==> src/rtl/insn_aligner_if.sv <==
// Handshake bundle between the instruction buffer, the aligner and decode.
// The master side feeds entries and consumes aligned instructions; the aligner is the slave.
interface insn_aligner_if;
  logic        entryValid;
  logic [53:0] entry;
  logic        entryReady;
  logic        flush;
  logic        outValid;
  logic        outReady;
  logic [31:0] outPc;
  logic [31:0] outInsn;
  logic        outIsCompressed;
  logic [37:0] outTrap;

  modport master (
    output entryValid, entry, flush, outReady,
    input  entryReady, outValid, outPc, outInsn, outIsCompressed, outTrap
  );

  modport slave (
    input  entryValid, entry, flush, outReady,
    output entryReady, outValid, outPc, outInsn, outIsCompressed, outTrap
  );
endinterface

==> src/rtl/insn_aligner.sv <==
// Reassembles 16-bit instruction-buffer halfwords into compressed or 32-bit instructions,
// turning entry faults and interrupts into trap records for decode.
module insn_aligner (
  input  logic           clk,
  input  logic           rstN,
  insn_aligner_if.slave  bus
);

  localparam logic [0:0] IDLE = 1'b0;
  localparam logic [0:0] HALF = 1'b1;

  logic [0:0]  state;
  logic [0:0]  nxt_state;
  logic [15:0] low_insn;
  logic [31:0] low_pc;

  logic        out_valid;
  logic [31:0] out_pc;
  logic [31:0] out_insn;
  logic        out_comp;
  logic [37:0] out_trap;

  logic [31:0] e_pc;
  logic [15:0] e_insn;
  logic        e_fault;
  logic        e_intr;
  logic [3:0]  e_code;

  logic        can_load;
  logic        load;
  logic        emit;
  logic        latch_low;
  logic [31:0] nxt_pc;
  logic [31:0] nxt_insn;
  logic        nxt_comp;
  logic [37:0] nxt_trap;

  assign e_pc    = bus.entry[53:22];
  assign e_insn  = bus.entry[21:6];
  assign e_fault = bus.entry[5];
  assign e_intr  = bus.entry[4];
  assign e_code  = bus.entry[3:0];

  // Reset gating keeps the buffer from popping while the aligner is held in reset.
  assign can_load       = !out_valid || bus.outReady;
  assign bus.entryReady = rstN && can_load && !bus.flush;
  assign load           = bus.entryValid && bus.entryReady;

  assign bus.outValid        = out_valid;
  assign bus.outPc           = out_pc;
  assign bus.outInsn         = out_insn;
  assign bus.outIsCompressed = out_comp;
  assign bus.outTrap         = out_trap;

  always_comb begin
    emit      = 1'b0;
    latch_low = 1'b0;
    nxt_state = state;
    nxt_pc    = e_pc;
    nxt_insn  = 32'h0;
    nxt_comp  = 1'b0;
    nxt_trap  = 38'h0;
    if (state == IDLE) begin
      if (e_intr) begin
        emit     = 1'b1;
        nxt_trap = {1'b1, 1'b1, e_code, 32'h0};
      end else if (e_fault) begin
        emit     = 1'b1;
        nxt_trap = {1'b1, 1'b0, 4'h1, e_pc};
      end else if (e_insn[1:0] != 2'b11) begin
        emit     = 1'b1;
        nxt_insn = {16'h0, e_insn};
        nxt_comp = 1'b1;
      end else begin
        latch_low = 1'b1;
        nxt_state = HALF;
      end
    end else begin
      // The upper halfword always completes the pending instruction; a trap reports the low pc.
      emit      = 1'b1;
      nxt_state = IDLE;
      nxt_pc    = low_pc;
      if (e_intr) begin
        nxt_trap = {1'b1, 1'b1, e_code, 32'h0};
      end else if (e_fault) begin
        nxt_trap = {1'b1, 1'b0, 4'h1, e_pc};
      end else begin
        nxt_insn = {e_insn, low_insn};
      end
    end
  end

  always_ff @(posedge clk or negedge rstN) begin
    if (!rstN) begin
      state     <= IDLE;
      low_insn  <= 16'h0;
      low_pc    <= 32'h0;
      out_valid <= 1'b0;
      out_pc    <= 32'h0;
      out_insn  <= 32'h0;
      out_comp  <= 1'b0;
      out_trap  <= 38'h0;
    end else if (bus.flush) begin
      out_valid <= 1'b0;
      state     <= IDLE;
    end else if (load) begin
      state     <= nxt_state;
      out_valid <= emit;
      if (emit) begin
        out_pc   <= nxt_pc;
        out_insn <= nxt_insn;
        out_comp <= nxt_comp;
        out_trap <= nxt_trap;
      end
      if (latch_low) begin
        low_insn <= e_insn;
        low_pc   <= e_pc;
      end
    end else if (out_valid && bus.outReady) begin
      out_valid <= 1'b0;
    end
  end

endmodule

==> src/flat_wrapper.sv <==
// flat-port wrapper written by rule: the top's interface ports become plain ports
module insn_aligner_flat 
  (clk, rstN, bus_entryValid, bus_entry, bus_flush, bus_outReady, bus_entryReady, bus_outValid, bus_outPc, bus_outInsn, bus_outIsCompressed, bus_outTrap);
  insn_aligner_if bus_i ();
  input  logic clk;
  input  logic rstN;
  input wire logic [$bits(bus_i.entryValid)-1:0] bus_entryValid;
  input wire logic [$bits(bus_i.entry)-1:0] bus_entry;
  input wire logic [$bits(bus_i.flush)-1:0] bus_flush;
  input wire logic [$bits(bus_i.outReady)-1:0] bus_outReady;
  output wire logic [$bits(bus_i.entryReady)-1:0] bus_entryReady;
  output wire logic [$bits(bus_i.outValid)-1:0] bus_outValid;
  output wire logic [$bits(bus_i.outPc)-1:0] bus_outPc;
  output wire logic [$bits(bus_i.outInsn)-1:0] bus_outInsn;
  output wire logic [$bits(bus_i.outIsCompressed)-1:0] bus_outIsCompressed;
  output wire logic [$bits(bus_i.outTrap)-1:0] bus_outTrap;
  assign bus_i.entryValid = bus_entryValid;
  assign bus_i.entry = bus_entry;
  assign bus_i.flush = bus_flush;
  assign bus_i.outReady = bus_outReady;
  assign bus_entryReady = bus_i.entryReady;
  assign bus_outValid = bus_i.outValid;
  assign bus_outPc = bus_i.outPc;
  assign bus_outInsn = bus_i.outInsn;
  assign bus_outIsCompressed = bus_i.outIsCompressed;
  assign bus_outTrap = bus_i.outTrap;
  insn_aligner u_core (.clk(clk), .rstN(rstN), .bus(bus_i));
endmodule
==> config.mk <==
export PLATFORM = sky130hd
export DESIGN_NAME = insn_aligner_flat
export DESIGN_NICKNAME = d
export VERILOG_FILES = /design/src/rtl/insn_aligner_if.sv /design/src/rtl/insn_aligner.sv /design/src/flat_wrapper.sv
export SDC_FILE = /design/constraint.sdc
export NUM_CORES = 1
export LEC_CHECK = 0
export ABC_AREA = 1
export CORE_ASPECT_RATIO = 2
export CORE_UTILIZATION = 40
export CTS_BUF_LIST = sky130_fd_sc_hd__clkbuf_4 sky130_fd_sc_hd__clkbuf_8
export DETAILED_ROUTE_END_ITERATION = 10
export PLACE_DENSITY_LB_ADDON = 0.2
export SKIP_CTS_REPAIR_TIMING = 1
export SLEW_MARGIN = 20
export SYNTH_ARGS = -nofsm -noshare
export SYNTH_HDL_FRONTEND = slang
export SYNTH_SLANG_ARGS = --single-unit
export TNS_END_PERCENT = 5
==> constraint.sdc <==
create_clock -name clk -period 1.7 [get_ports clk]
set_input_delay 0.255 -clock clk [delete_from_list [all_inputs] [get_ports clk]]
set_output_delay 0.255 -clock clk [all_outputs]
set_load 0.02 [all_outputs]
==> impl_metrics.yaml, run 1 <==
job:
  maxCapViolCount: 0
cells_and_area:
  synthToLayoutAreaGrowth_pct: 38.1
  fill_cells: 1598
  nets: 1125
  diodes: 0
  drive_gt1_share_pct: 7.60
clock_tree:
  clk_latency_ns: 0.45
  cts_root_buf: "clkbuf_8"
  numCtsBuffers: 17
  cts_tree: "done"
  clock_path_buffers: 2
  cts_max_level: 4
  clk_pin_slew_worst_paths_ns: 0.08
  cts.sinks: 153
setup_path:
  arrival_ns: 1.40
  cp.required_ns: 1.44
  worstSetupEndpointType: "primary output"
  crit_type: "reg -> out"
  critical_path_buf_inv_count: 1
  slowest_delay_ns: 0.60
  path_cells: "clkdlybuf4s50_1"
  critPathTopFamily: "buffers and inverters"
  slowest_stage: "clkdlybuf4s50_1"
  cp-start-kind: "flip-flop"
  critical_path.max_fanout: 2
place:
  hpwl_um: 12900
  portBuffers: 163
  finalWeightedCongestion: 0.783
timing:
  rsz0062_at_grt: "false"
  whs_ns: 0.353
  post-route-period-util_pct: 97.4
  clock-skew-final_ns: 0.0102
  fmax_mhz: 604
  slew_headroom_pct: 49.9
  hold_viol_final: 0
  setup_viol: 0
  min_period_ns: 1.66
  drv_slew: 0
  tightest_slew_ns: 0.751
  tns_ns: 0
logic_synthesis:
  syn_inst: 901
  yosysUniqueCellTypes: 20
  synth.top_cell.area_share_pct: 55.2
  synth_common_cells: "nand2_1, dfrtp_1, o21ai_0"
  ys_ff_latch: 153
  synth_warnings: 0
  syn_avg_cell_area_um2: 7.70
  synth_edf_count: 0
  synth_most_common_cell: "nand2_1"
  syn_area_um2: 6940
  ys_seq_area_share_pct: 55.2
  syn_nets: 960
  synth_area_leaders: "dfrtp_1, nand2_1, o21ai_0, nor2_1, inv_1"
  synth_flop_cell: "dfrtp_1"
  yosys.area.top_type: "dfrtp_1"
  async_reset_ff_share_pct: 100
grt:
  grt.total_usage_pct: 22.6
  grt_pass1_vias: 6140
  grt_overflow: 0
  grt_max_degree: 131
  grt_pass1_wl_um: 30900
  antenna_found_initial: 0
floorplanning:
  dieArea_um2: 17900
  initial_core_util_pct: 41.2
  row_count: 67
  core_area_um2: 16800
  dieWidth_um: 95.1
  die_h_um: 188
  io_pins: 164
route:
  vias: 6194
  route.met3.wl_um: 720
  drt-met1-wl_um: 7640
  post-route-drc-count: 0
  dr.pass1.iters: 4
  routed.top_layer: "met4"
  vias_per_cell: 4.82
  ant_nets: 0
  drtIter0Drc: 295
  wl_met2_um: 10300
  drt-total-wl_um: 19100
  wl_per_cell_um: 14.9
run_status:
  outcome: "finished clean"
power_and_ir_drop:
  irDropWorstVdd_mv: 0.514
  powerDensity_nw_per_um2: 895
  power_leakage_nw: 6.42
min_path:
  hold_class: "in -> reg"
[layout make-up]
| class | instances | area, um2 | area share [%] |
|---|---|---|---|
| clock buffers | 19 | 255 | 2.66 |
| clock inverters | 13 | 98.8 | 1.03 |
| flip-flops and latches | 153 | 3830 | 39.9 |
| inverters | 45 | 169 | 1.76 |
| well taps | 207 | 259 | 2.70 |
| repair buffers | 201 | 2340 | 24.4 |
| multi-input cells | 648 | 2640 | 27.5 |
[final timing paths]
path / from / end / depth (start not counted) / slack [ns]
worst max-delay path: u_core.bus.outInsn[23] / bus_outInsn[23] / 1 / 0.04
worst min-delay path: bus_entry[3] / u_core.bus.outTrap[35] / 3 / 0.35
worst max register to register: u_core.bus.outValid / u_core.low_insn[2] / 7 / 0.24
worst min register to register: u_core.bus.outInsn[25] / u_core.bus.outInsn[25] / 2 / 0.47
max in group asynchronous: rstN / u_core.state / 3 / 0.47
min in group asynchronous: rstN / u_core.bus.outInsn[6] / 3 / 0.51
[through the flow]
step	std cells	utilization, %	cell area, um2	power (W)	setup WS (ns)
floorplan	901	-	6940	0.00517	0.107
global placement	1253	53.2	8970	0.00620	-0.139
detailed placement	1253	53.2	8970	0.00623	-0.150
CTS	1285	55.3	9320	0.00875	-0.289
global route	1286	56.9	9590	0.00903	0.00260
finish	1286	56.9	9590	0.00859	0.0448
[where the power goes]
| part | leakage [nW] | internal [W] | switching (W) |
|---|---|---|---|
| Clock | 0.164 | 0.00107 | 0.00144 |
| Combinational | 4.23 | 0.000789 | 0.00101 |
| Sequential | 2.03 | 0.00405 | 0.000220 |
| Total | 6.42 | 0.00591 | 0.00267 |
[metal layers]
| layer | vias up | global-route usage, % |
|---|---|---|
| met5 | - | 0 |
| met4 | 0 | 10.0 |
| met3 | 29 | 3.63 |
| met2 | 136 | 40.3 |
| met1 | 2950 | 25.5 |
| li1 | 3079 | - |
[layout by cell type (no fill, tap or decap), types with 2 or more instances in the layout]
cell and n:
a21oi_1 2, buf_12 13, buf_4 24, clkbuf_8 18
clkdlybuf4s50_1 59, clkinv_2 2, clkinv_4 3, clkinvlp_4 6
dfrtp_1 152, dlymetal6s2s_1 103, inv_1 44, inv_6 2
nand2_1 471, nand3_1 30, nand3_2 2, nor2_1 52
nor2_4 3, o21ai_0 72, o21ai_1 10, or2_2 2
[kinds of logic after synthesis]
| kind of cell | Yosys count | synth area share (%) |
|---|---|---|
| simple gates | 564 | 31.7 |
| compound gates | 84 | 6.06 |
| buf+inv | 100 | 7.05 |
| flops | 153 | 55.2 |
[flip-flops by register name, indices dropped and copies added (netlist names)]
signal / cells
u_core.state: 1
u_core.bus.outValid: 1
u_core.bus.outIsCompressed: 1
u_core.bus.outTrap: 38
u_core.bus.outInsn: 32
u_core.low_insn: 16
u_core.bus.outPc: 32
u_core.low_pc: 32
Note: power is estimated with default switching activity, not from simulation.
==> run 2: changes to the inputs <==
Settings changed: TNS_END_PERCENT 5 to 20.
==> results of run 2 <==
Same layout as run 1: the final DEF is identical, and so are final timing and power.
==> run 3: changes to the inputs <==
Settings changed: RECOVER_POWER set to 100.
==> run 3 against run 2 <==
Clock power barely moved. Total power shrank 3.4%. Setup slack worse by 0.00081 ns. Critical path depth unchanged. Largest cell class unchanged.
==> impl_metrics.yaml, run 3 (synthesized netlist as in run 1, its figures left out) <==
run_status:
  outcome: "finished clean"
timing:
  drv_slew: 0
  tightest_slew_ns: 0.751
  slew_headroom_pct: 49.9
  clock-skew-final_ns: 0.00972
  post-route-period-util_pct: 97.4
  fmax_mhz: 604
  setup_viol: 0
  rsz0062_at_grt: "false"
  hold_viol_final: 0
  min_period_ns: 1.66
cells_and_area:
  synthToLayoutAreaGrowth_pct: 24.4
  final_common_cell: "nand2_1"
  largest_reg_flops: 38
  nets: 1125
  drive_gt1_share_pct: 7.51
  postLayoutCoreUtil_pct: 51.3
  final_cell_mix: "nand2_1, dfrtp_1, clkbuf_1"
  diodes: 0
setup_path:
  critical_path_buf_inv_count: 1
  arrival_ns: 1.40
  r2r_start: "u_core.bus.outValid"
  worstRegToRegCells: 7
  cp-start-kind: "flip-flop"
  worstSetupEndpointType: "primary output"
  slowest_delay_ns: 0.60
  critical_path.max_fanout: 2
  slowest_stage: "clkdlybuf4s50_1"
  critPathTopFamily: "buffers and inverters"
  crit_type: "reg -> out"
  worst_r2r_endpoint: "u_core.low_insn[2]"
  rrSetupSlack_ns: 0.15
  path_cells: "clkdlybuf4s50_1"
  cp.required_ns: 1.44
grt:
  grt.total_usage_pct: 22.6
  antenna_found_initial: 0
  grt_pass1_wl_um: 30900
  grt_max_degree: 131
  grt_pass1_vias: 6140
  grt_overflow: 0
clock_tree:
  cts_tree: "done"
  clk_latency_ns: 0.45
  cts.sinks: 153
  cts_max_level: 4
  numCtsBuffers: 17
  cts_root_buf: "clkbuf_8"
  clk_pin_slew_worst_paths_ns: 0.08
  clock_path_buffers: 2
route:
  vias_per_cell: 4.80
  drtIter0Drc: 298
  drt-total-wl_um: 19100
  dr.pass1.iters: 4
  post-route-drc-count: 0
  ant_nets: 0
  wl_per_cell_um: 14.9
  vias: 6179
power_and_ir_drop:
  irDropWorstVdd_mv: 0.509
  internal_power_w: 0.00562
  p_seq_share_pct: 51.6
  p_sw_w: 0.00268
  p_total_w: 0.00830
  power_leakage_nw: 4.58
  netSwitchingFraction_pct: 32.3
  p_clk_share_pct: 30.2
  p_comb_share_pct: 18.2
  powerDensity_nw_per_um2: 961
floorplanning:
  row_count: 67
  die_h_um: 188
  dieWidth_um: 95.1
  dieArea_um2: 17900
  io_pins: 164
  initial_core_util_pct: 41.2
  core_area_um2: 16800
place:
  portBuffers: 163
  hpwl_um: 12900
  finalWeightedCongestion: 0.783
min_path:
  hold_path_depth: 3
  hold_end: "u_core.bus.outTrap[35]"
  hold_class: "in -> reg"
  hp-start: "bus_entry[3]"
job:
  maxCapViolCount: 0
[run 3: power groups by stage]
stage          clock network [W]  logic (W)  registers (W)
2_1_floorplan                  0   0.000521        0.00465
3_3_place_gp                   0    0.00185        0.00434
3_5_place_dp                   0    0.00188        0.00435
4_1_cts                  0.00258    0.00188        0.00428
5_1_grt                  0.00272    0.00169        0.00433
6_report                 0.00251    0.00151        0.00428
[run 3: worst max-delay path by stage]
| stage | cells after the start | slack [ns] | from | end |
|---|---|---|---|---|
| after global routing | 1 | 0.003 | u_core.bus.outTrap[33] | bus_outTrap[33] |
| after CTS | 4 | -0.29 | u_core.bus.outValid | bus_entryReady |
| final | 1 | 0.04 | u_core.bus.outInsn[23] | bus_outInsn[23] |
| after detailed placement | 5 | -0.15 | bus_flush | bus_entryReady |
| after global placement | 6 | -0.14 | bus_entry[5] | u_core.bus.outValid |
| after floorplan | 8 | 0.11 | u_core.bus.outValid | u_core.bus.outInsn[0] |
[run 3: area by class of cell]
| class | count | area (um2) |
|---|---|---|
| sequential | 153 | 3830 |
| fill | 1778 | 8210 |
| tap | 207 | 259 |
| inverter | 45 | 169 |
| multi-input combinational | 648 | 2630 |
| clock inverter | 13 | 98.8 |
| timing repair buffer | 201 | 1390 |
| clock buffer | 19 | 255 |
[run 3: layer usage]
metal	vias to the layer above	GRT usage [%]	wire length, um
li1	3083	-	-
met1	2926	25.5	7630
met2	146	40.3	10300
met3	24	3.63	749
met4	0	10.0	421
met5	-	0	0
[run 3: per-stage QoR]
| step | setup WS [ns] | hold slack [ns] | instances | cell area [um2] | setup TNS [ns] |
|---|---|---|---|---|---|
| after floorplan | 0.107 | -0.0406 | 901 | 6940 | 0 |
| after global placement | -0.139 | 0.292 | 1253 | 8970 | -8.84 |
| after detailed placement | -0.150 | 0.297 | 1253 | 8970 | -8.37 |
| after CTS | -0.289 | -0.206 | 1285 | 9320 | -1.79 |
| after global routing | 0.00260 | 0.353 | 1286 | 8640 | 0 |
| final | 0.0440 | 0.352 | 1286 | 8640 | 0 |
